### config.mk
export PLATFORM = sky130hd
export DESIGN_NAME = cache_bus_arbiter
export DESIGN_NICKNAME = d
export VERILOG_FILES = /design/src/rtl/cache_bus_arbiter.sv
export SDC_FILE = /design/constraint.sdc
export NUM_CORES = 1
export LEC_CHECK = 0
export CELL_PAD_IN_SITES_DETAIL_PLACEMENT = 0
export CELL_PAD_IN_SITES_GLOBAL_PLACEMENT = 1
export CORE_ASPECT_RATIO = 1.25
export CORE_MARGIN = 5
export CORE_UTILIZATION = 25
export CTS_CLUSTER_DIAMETER = 60
export CTS_CLUSTER_SIZE = 10
export DETAILED_ROUTE_END_ITERATION = 10
export HOLD_SLACK_MARGIN = 0.05
export PLACE_DENSITY_LB_ADDON = 0.25
export SKIP_CTS_REPAIR_TIMING = 1
export SYNTH_ARGS = -nofsm -noshare
export SYNTH_HDL_FRONTEND = slang
export SYNTH_SLANG_ARGS = --single-unit
export TNS_END_PERCENT = 30
### constraint.sdc
create_clock -name CLK -period 2.3 [get_ports CLK]
set_input_delay 0.575 -clock CLK [delete_from_list [all_inputs] [get_ports CLK]]
set_output_delay 0.575 -clock CLK [all_outputs]
set_load 0.005 [all_outputs]
### src/rtl/cache_bus_arbiter.sv
// rtl/cache_bus_arbiter.sv - memory-side arbiter serializing icache/dcache requests onto a single-ported RAM
//
// Purpose:
//   Accepts instruction-fetch and data read/write requests, grants one at a
//   time to the RAM, and returns data plus a one-cycle wait-low pulse to the
//   granted requester. Any access that sees RAM ERROR, or that stays
//   outstanding until the cycle counter reaches TIMEOUT, is aborted. An abort
//   returns load data of 0 and sets the sticky bus_err flag.
//
// Ports:
//   CLK, RST                 clock, synchronous active-high reset
//   iREN, iaddr              instruction read request and word address
//   dREN, dWEN, daddr,       data read/write request, address and store value
//   dstore                   (write wins if dREN and dWEN are both high)
//   iwait, iload             instruction wait (low one cycle) and returned word
//   dwait, dload             data wait (low one cycle) and returned word
//   ramREN, ramWEN,          registered RAM command
//   ramaddr, ramstore
//   ramload, ramstate        RAM read data, RAM status (FREE/BUSY/ACCESS/ERROR)
//   bus_err                  sticky abort flag, cleared only by RST
//
// Configuration:
//   ARB_RR_EN  when defined, simultaneous requests are resolved round-robin.
//              When undefined, data always beats instruction.

module cache_bus_arbiter #(
  parameter int TIMEOUT = 255
) (
  input  logic        CLK,
  input  logic        RST,
  input  logic        iREN,
  input  logic [31:0] iaddr,
  input  logic        dREN,
  input  logic        dWEN,
  input  logic [31:0] daddr,
  input  logic [31:0] dstore,
  output logic        iwait,
  output logic        dwait,
  output logic [31:0] iload,
  output logic [31:0] dload,
  output logic        ramREN,
  output logic        ramWEN,
  output logic [31:0] ramaddr,
  output logic [31:0] ramstore,
  input  logic [31:0] ramload,
  input  logic [1:0]  ramstate,
  output logic        bus_err
);

  typedef enum logic [1:0] {IDLE, IACC, DACC} state_t;

  localparam logic [1:0] RAM_ACCESS = 2'd2;
  localparam logic [1:0] RAM_ERROR  = 2'd3;
  localparam logic [7:0] TO_CNT     = TIMEOUT[7:0];

  state_t     state;
  logic [7:0] cnt;
  logic       ram_access;
  logic       abort;
  logic       d_req;
  logic       grant_d;
  logic       grant_i;

  assign ram_access = (ramstate == RAM_ACCESS);
  // A completing ACCESS takes precedence over a timeout in the same cycle.
  assign abort      = !ram_access && ((ramstate == RAM_ERROR) || (cnt == TO_CNT));
  assign d_req      = dREN | dWEN;

`ifdef ARB_RR_EN
  // last_d remembers who was served last; on a tie the other side wins.
  logic last_d;
  assign grant_d = d_req && !(iREN && last_d);
`else
  assign grant_d = d_req;
`endif
  assign grant_i = iREN && !grant_d;

  // Wait/load outputs follow state and ramstate directly. They are held
  // inactive while RST is high so that a reset mid-access never leaks a pulse.
  always_comb begin
    iwait = 1'b1;
    dwait = 1'b1;
    iload = 32'd0;
    dload = 32'd0;
    if (!RST) begin
      case (state)
        IACC: begin
          if (ram_access) begin
            iwait = 1'b0;
            iload = ramload;
          end else if (abort) begin
            iwait = 1'b0;
          end
        end
        DACC: begin
          if (ram_access) begin
            dwait = 1'b0;
            dload = ramload;
          end else if (abort) begin
            dwait = 1'b0;
          end
        end
        default: ;
      endcase
    end
  end

  always_ff @(posedge CLK) begin
    if (RST) begin
      state    <= IDLE;
      cnt      <= 8'd0;
      ramREN   <= 1'b0;
      ramWEN   <= 1'b0;
      ramaddr  <= 32'd0;
      ramstore <= 32'd0;
      bus_err  <= 1'b0;
`ifdef ARB_RR_EN
      last_d   <= 1'b0;
`endif
    end else begin
      case (state)
        IDLE: begin
          cnt <= 8'd0;
          // The RAM command registers double as the latched request.
          if (grant_d) begin
            state    <= DACC;
            ramREN   <= !dWEN;
            ramWEN   <= dWEN;
            ramaddr  <= daddr;
            ramstore <= dstore;
          end else if (grant_i) begin
            state    <= IACC;
            ramREN   <= 1'b1;
            ramWEN   <= 1'b0;
            ramaddr  <= iaddr;
            ramstore <= 32'd0;
          end
        end
        IACC, DACC: begin
          if (ram_access || abort) begin
            state    <= IDLE;
            ramREN   <= 1'b0;
            ramWEN   <= 1'b0;
            ramaddr  <= 32'd0;
            ramstore <= 32'd0;
            if (abort)
              bus_err <= 1'b1;
`ifdef ARB_RR_EN
            last_d <= (state == DACC);
`endif
          end else if (cnt != 8'hFF) begin
            cnt <= cnt + 8'd1;
          end
        end
        default: state <= IDLE;
      endcase
    end
  end

endmodule
-- Yosys cells after proc, flatten, opt, wreduce, memory -nomap -nowiden
Index checks and enable logic that the tools add are counted.
- bits in registers: 77
- latch bits: 0
- RAM bits: 0
- bits in read-only memories: 0
- memories: 0
- add/sub/neg operators: 1
- multiply operators: 0
- divide/modulo/power cells: 0
- order comparisons: 0
- equal/unequal tests: 10
- shift-type cells: 0
- muxes and demuxes: 32
- bitwise operators: 1
- reduce and logical (&&, ||, !) cells: 14
- operators with widths (cell ; number):
    2-to-1 mux 32 bit ; 10
    one-hot mux 32 bit (2 select lines) ; 2
    2-to-1 mux 8 bit ; 2
    one-hot mux 8 bit (2 select lines) ; 1
    2-to-1 mux 1 bit ; 11
    AND reduction 3 bit ; 3
    adder 8 x 1 -> 8 bit, second input constant ; 1
    equality test 8 bit, second input constant ; 1
    inequality test 8 bit, second input constant ; 1
    equality test 2 bit, second input constant ; 3
    2-to-1 mux 2 bit ; 3
    inequality test 2 bit, second input constant ; 3
    one-hot mux 1 bit (2 select lines) ; 2
    one-hot mux 2 bit (2 select lines) ; 1
    logical NOT 1 bit ; 3
    inequality test 3 bit, second input constant ; 1
    equality test 2 x 1 -> 1 bit, second input constant ; 1
    logical AND 1 bit ; 2
    logical NOT 2 bit ; 1
    logical OR 1 bit ; 2
    AND reduction 2 bit ; 1
    nonzero test 2 bit ; 1
    OR reduction 2 bit ; 1
    bitwise OR 1 bit ; 1

-- Longest topological paths before layout
- depth after elaboration: 7
- mapped depth: 8
- gate-level depth less buffers: 6

-- Worst setup path before layout
Ideal clock, no wire load.
- kind: input port to output port
- from: in RST
- to: out dload[10]
- data arrival time: 1.465 ns
- data required time: 1.725 ns
- slack: 0.260 ns
- cell stages on the path: 4
- buffers on the path: 2
- cell sequence: clkbuf_1 -> nor3b_1 -> clkbuf_1 -> and2_1
- longest elaborated chain between the ends: 1
- ends and longest elaborated chain (item ; line ; text):
    start, declared ; 30 ; input logic RST,
    2-to-1 mux 32 bit ; 85 ; if (!RST) begin
    end, declared ; 40 ; output logic [31:0] dload,
No other way between the ends.

-- Final worst setup path
- from: in ramstate[0]
- to: out dload[25]
- longest elaborated chain between the ends: 4
- ends and longest elaborated chain (item ; line ; text):
    start, declared ; 46 ; input logic [1:0] ramstate,
    equality test 2 bit ; 64 ; assign ram_access = (ramstate == RAM_ACCESS);
    2-to-1 mux 32 bit ; 96 ; if (ram_access) begin
    2-to-1 mux 32 bit ; 86 ; case (state)
    2-to-1 mux 32 bit ; 85 ;
No other way between the ends.

==> metrics.md <==
| Metric | Value |
|---|---|
| Core ar. | `16010 um^2` |
| Hold path depth | `2` |
| Ys flop type | `dfxtp_1` |
| Vias per inst | `4.660` |
| R2R depth | `8` |
| Clk pin slew, worst setup/hold paths | `0.06 ns` |
| Clk sinks | `77` |
| DRT antenna net count | `0` |
| Place WS | `-0.6615 ns` |
| IO buf count | `267` |
| Layout fillers | `1603` |
| TritonCTS clock tree | `done` |
| Clk Latency, worst-skew pair | `0.33 ns` |
| Placer Congestion | `0.7838` |
| Tightest Pin Transition | `0.3967 ns` |
| Post-synth EDFFs | `0` |
| Synth Area in XOR/XNOR | `0` |
| Nature of the critical path startpoint | `primary input` |
| Final Hold Viols | `0` |
| Clock skew | `0.006928 ns` |
| H-tree depth | `3` |
| CP Capture Type | `output pin` |
| Synth Area in Simple Gates | `0.3133` |
| DRC Markers | `0` |
| Post-synthesis cell type count | `36` |
| I/O pin count | `268` |
| CP arrival | `1.90 ns` |
| Vias | `4683` |
| Synth top area share | `0.3818` |
| Post-synthesis async set-or-reset flop share | `0` |
| Die X | `123.7 um` |
| Status | `complete, but fails checks` |
| Multi-input logic area | `2376 um^2` |
| Post-DP HPWL | `12.39 mm` |
| Critical path peak fanout | `4` |
| Synth area leader | `dfxtp_1` |
| Worst min-delay path class | `flip-flop to flip-flop` |
| Setup CP Type | `primary input to output pin` |
| Post-route minimum period | `2.476 ns` |
| Avg WL per Cell | `16.51 um` |
| Worst VDD drop | `0.0003798 V` |
| CTS Buf Count | `9` |
| Pin count of the biggest net entering global routing | `55` |
| Initial antenna violation count | `0` |
| Power density over cell area | `641.2 nW/um^2` |
| Mapped Area | `4038 um^2` |
| Ranking of synthesized cells by area | `dfxtp_1 38%, and2_1 9.9%, o21ai_0 8.7%` |
| Area fraction in compound gates after synthesis | `0.1559` |
| GRT Resource Usage Total | `0.1602` |
| DIE AREA | `18810 um^2` |
| Largest family of logic cells by synthesized area | `simple AND/OR/NAND/NOR gates` |
| Final Power | `4.930 mW` |
| First-pass GRT wire length | `23.97 mm` |
| Row count | `52` |
| Vias in the first global route | `4746` |
| Final Util | `0.4805` |
| Initial Util | `0.2523` |
| DRT Wirelength | `16.59 mm` |
| Gate Count Post-Synth | `489` |
| RSZ-0062 raised after global routing | `true` |
| FMAX | `403.9 MHz` |
| Worst Path Required | `1.73 ns` |
| Endpoints failing setup | `35` |
| Worst slew margin | `0.7356` |
| DR pass1 iterations | `4` |
| Syn Nets | `629` |
| Sequential-to-total area share from yosys stat | `0.3818` |
| Share of layout cells above drive strength 1 | `0.1914` |
| Sequential cell area | `1549 um^2` |
| Adder-cell share of the synthesized area | `0.01549` |
| Drt initial violations | `169` |
| Failing checks | `negative setup slack` |
| Mux cell area share after synthesis | `0.07933` |
| Nets | `924` |
| Ant. Diodes | `0` |
| Synth Register Bits | `77` |
| Grt total ovfl | `0` |
| Bufs on Longest Clock Path | `2` |
| Fin crit share | `1.076` |
| Synth warn | `0` |
| Synth Area per Inst | `8.257 um^2` |
| Die Y | `152.1 um` |
| Count of final max-slew check failures | `0` |
| Clock root buffer | `clkbuf_16` |
| Leak Pwr | `3.302 nW` |
| Design area | `7690 um^2` |
| Placed Area | `7169 um^2` |
| Final WS setup | `-0.1756 ns` |
| Max Cap Violations | `0` |
| Area grow syn2layout | `90.46%` |
[per-stage QoR]
stage	setup TNS, ns	cells	hold WS [ns]
2_1_floorplan	0	489	0.4605
3_3_place_gp	-38.32	964	0.4542
3_5_place_dp	-40.07	964	0.4634
4_1_cts	-40.60	980	0.4737
5_1_grt	-5.934	1005	0.4898
6_report	-2.978	1005	0.4712
[cells in the mapped netlist (4+ instances only)]
cell	count
nand2_1	5
a21oi_1	43
ha_1	5
and2_1	64
nand4_1	34
o21ai_0	70
inv_1	4
or4_1	4
mux2i_1	32
nor2_1	5
dfxtp_1	77
nand2b_1	35
nand3_1	6
or3_1	35
clkbuf_1	37
[report_power, final]
group / switching (mW) / leakage (nW) / internal (mW)
sequential: 0.111 / 0.633 / 1.55
clock: 0.555 / 0.142 / 0.872
combinational: 0.818 / 2.53 / 1.02
[routing by layer]
layer / vias up / GRT usage / share of wire
met5: - / 0 / 0
met4: 0 / 0.05277 / 0.022
met3: 22 / 0.07252 / 0.10
met2: 193 / 0.2792 / 0.51
met1: 2135 / 0.1685 / 0.36
li1: 2333 / - / -
[cell families after synthesis]
logic type	after synthesis
mux	32
simple gates	203
buf+inv	50
fa+ha+maj	5
compound gates	122
flops	77
[worst paths after layout]
check / slack [ns] / endpoint / start
setup reg to reg: 0.24 / ramaddr[20] / state[1]
hold reg to reg: 0.47 / ramaddr[19] / ramaddr[19]
hold / removal: 0.47 / ramaddr[19] / ramaddr[19]
setup / recovery: -0.18 / dload[25] / ramstate[0]
[placed cells by master, fill, tap and decap left out, types with 3 or more instances in the layout]
| cell type | instances |
|---|---|
| dlymetal6s2s_1 | 19 |
| or4_1 | 4 |
| nand2b_1 | 34 |
| dfxtp_1 | 75 |
| clkdlybuf4s50_1 | 198 |
| nand2_1 | 5 |
| buf_6 | 16 |
| buf_2 | 22 |
| and2_4 | 7 |
| clkbuf_16 | 12 |
| or3_1 | 35 |
| nor2_1 | 4 |
| a21oi_1 | 42 |
| nand4_1 | 34 |
| buf_8 | 3 |
| clkbuf_2 | 24 |
| buf_4 | 38 |
| mux2i_1 | 32 |
| buf_12 | 7 |
| ha_1 | 3 |
| o21ai_0 | 70 |
| nand3_1 | 6 |
| and2_1 | 57 |
[state kept, by name (all words and copies together), names as in the netlist]
register  flops
ramaddr      32
cnt           8
ramREN        1
bus_err       1
ramstore     32
ramWEN        1
state         2
[critical path: stages]
cell and delay (ns):
dlymetal6s2s_1 0.12, nand2b_4 0.17, nor3b_4 0.33, buf_4 0.18
clkbuf_16 0.12, buf_6 0.09, buf_6 0.09, and2_1 0.11
buf_2 0.11
[area by class of cell]
type	count	share of cell area
repair buffers	330	0.4130
clock buffers	11	0.03157
clock inverters	5	0.007647
inverters	4	0.002278
well taps	216	0.03514
multi-input cells	362	0.3090
flip-flops and latches	77	0.2014
(Power assumes the default switching activity.)
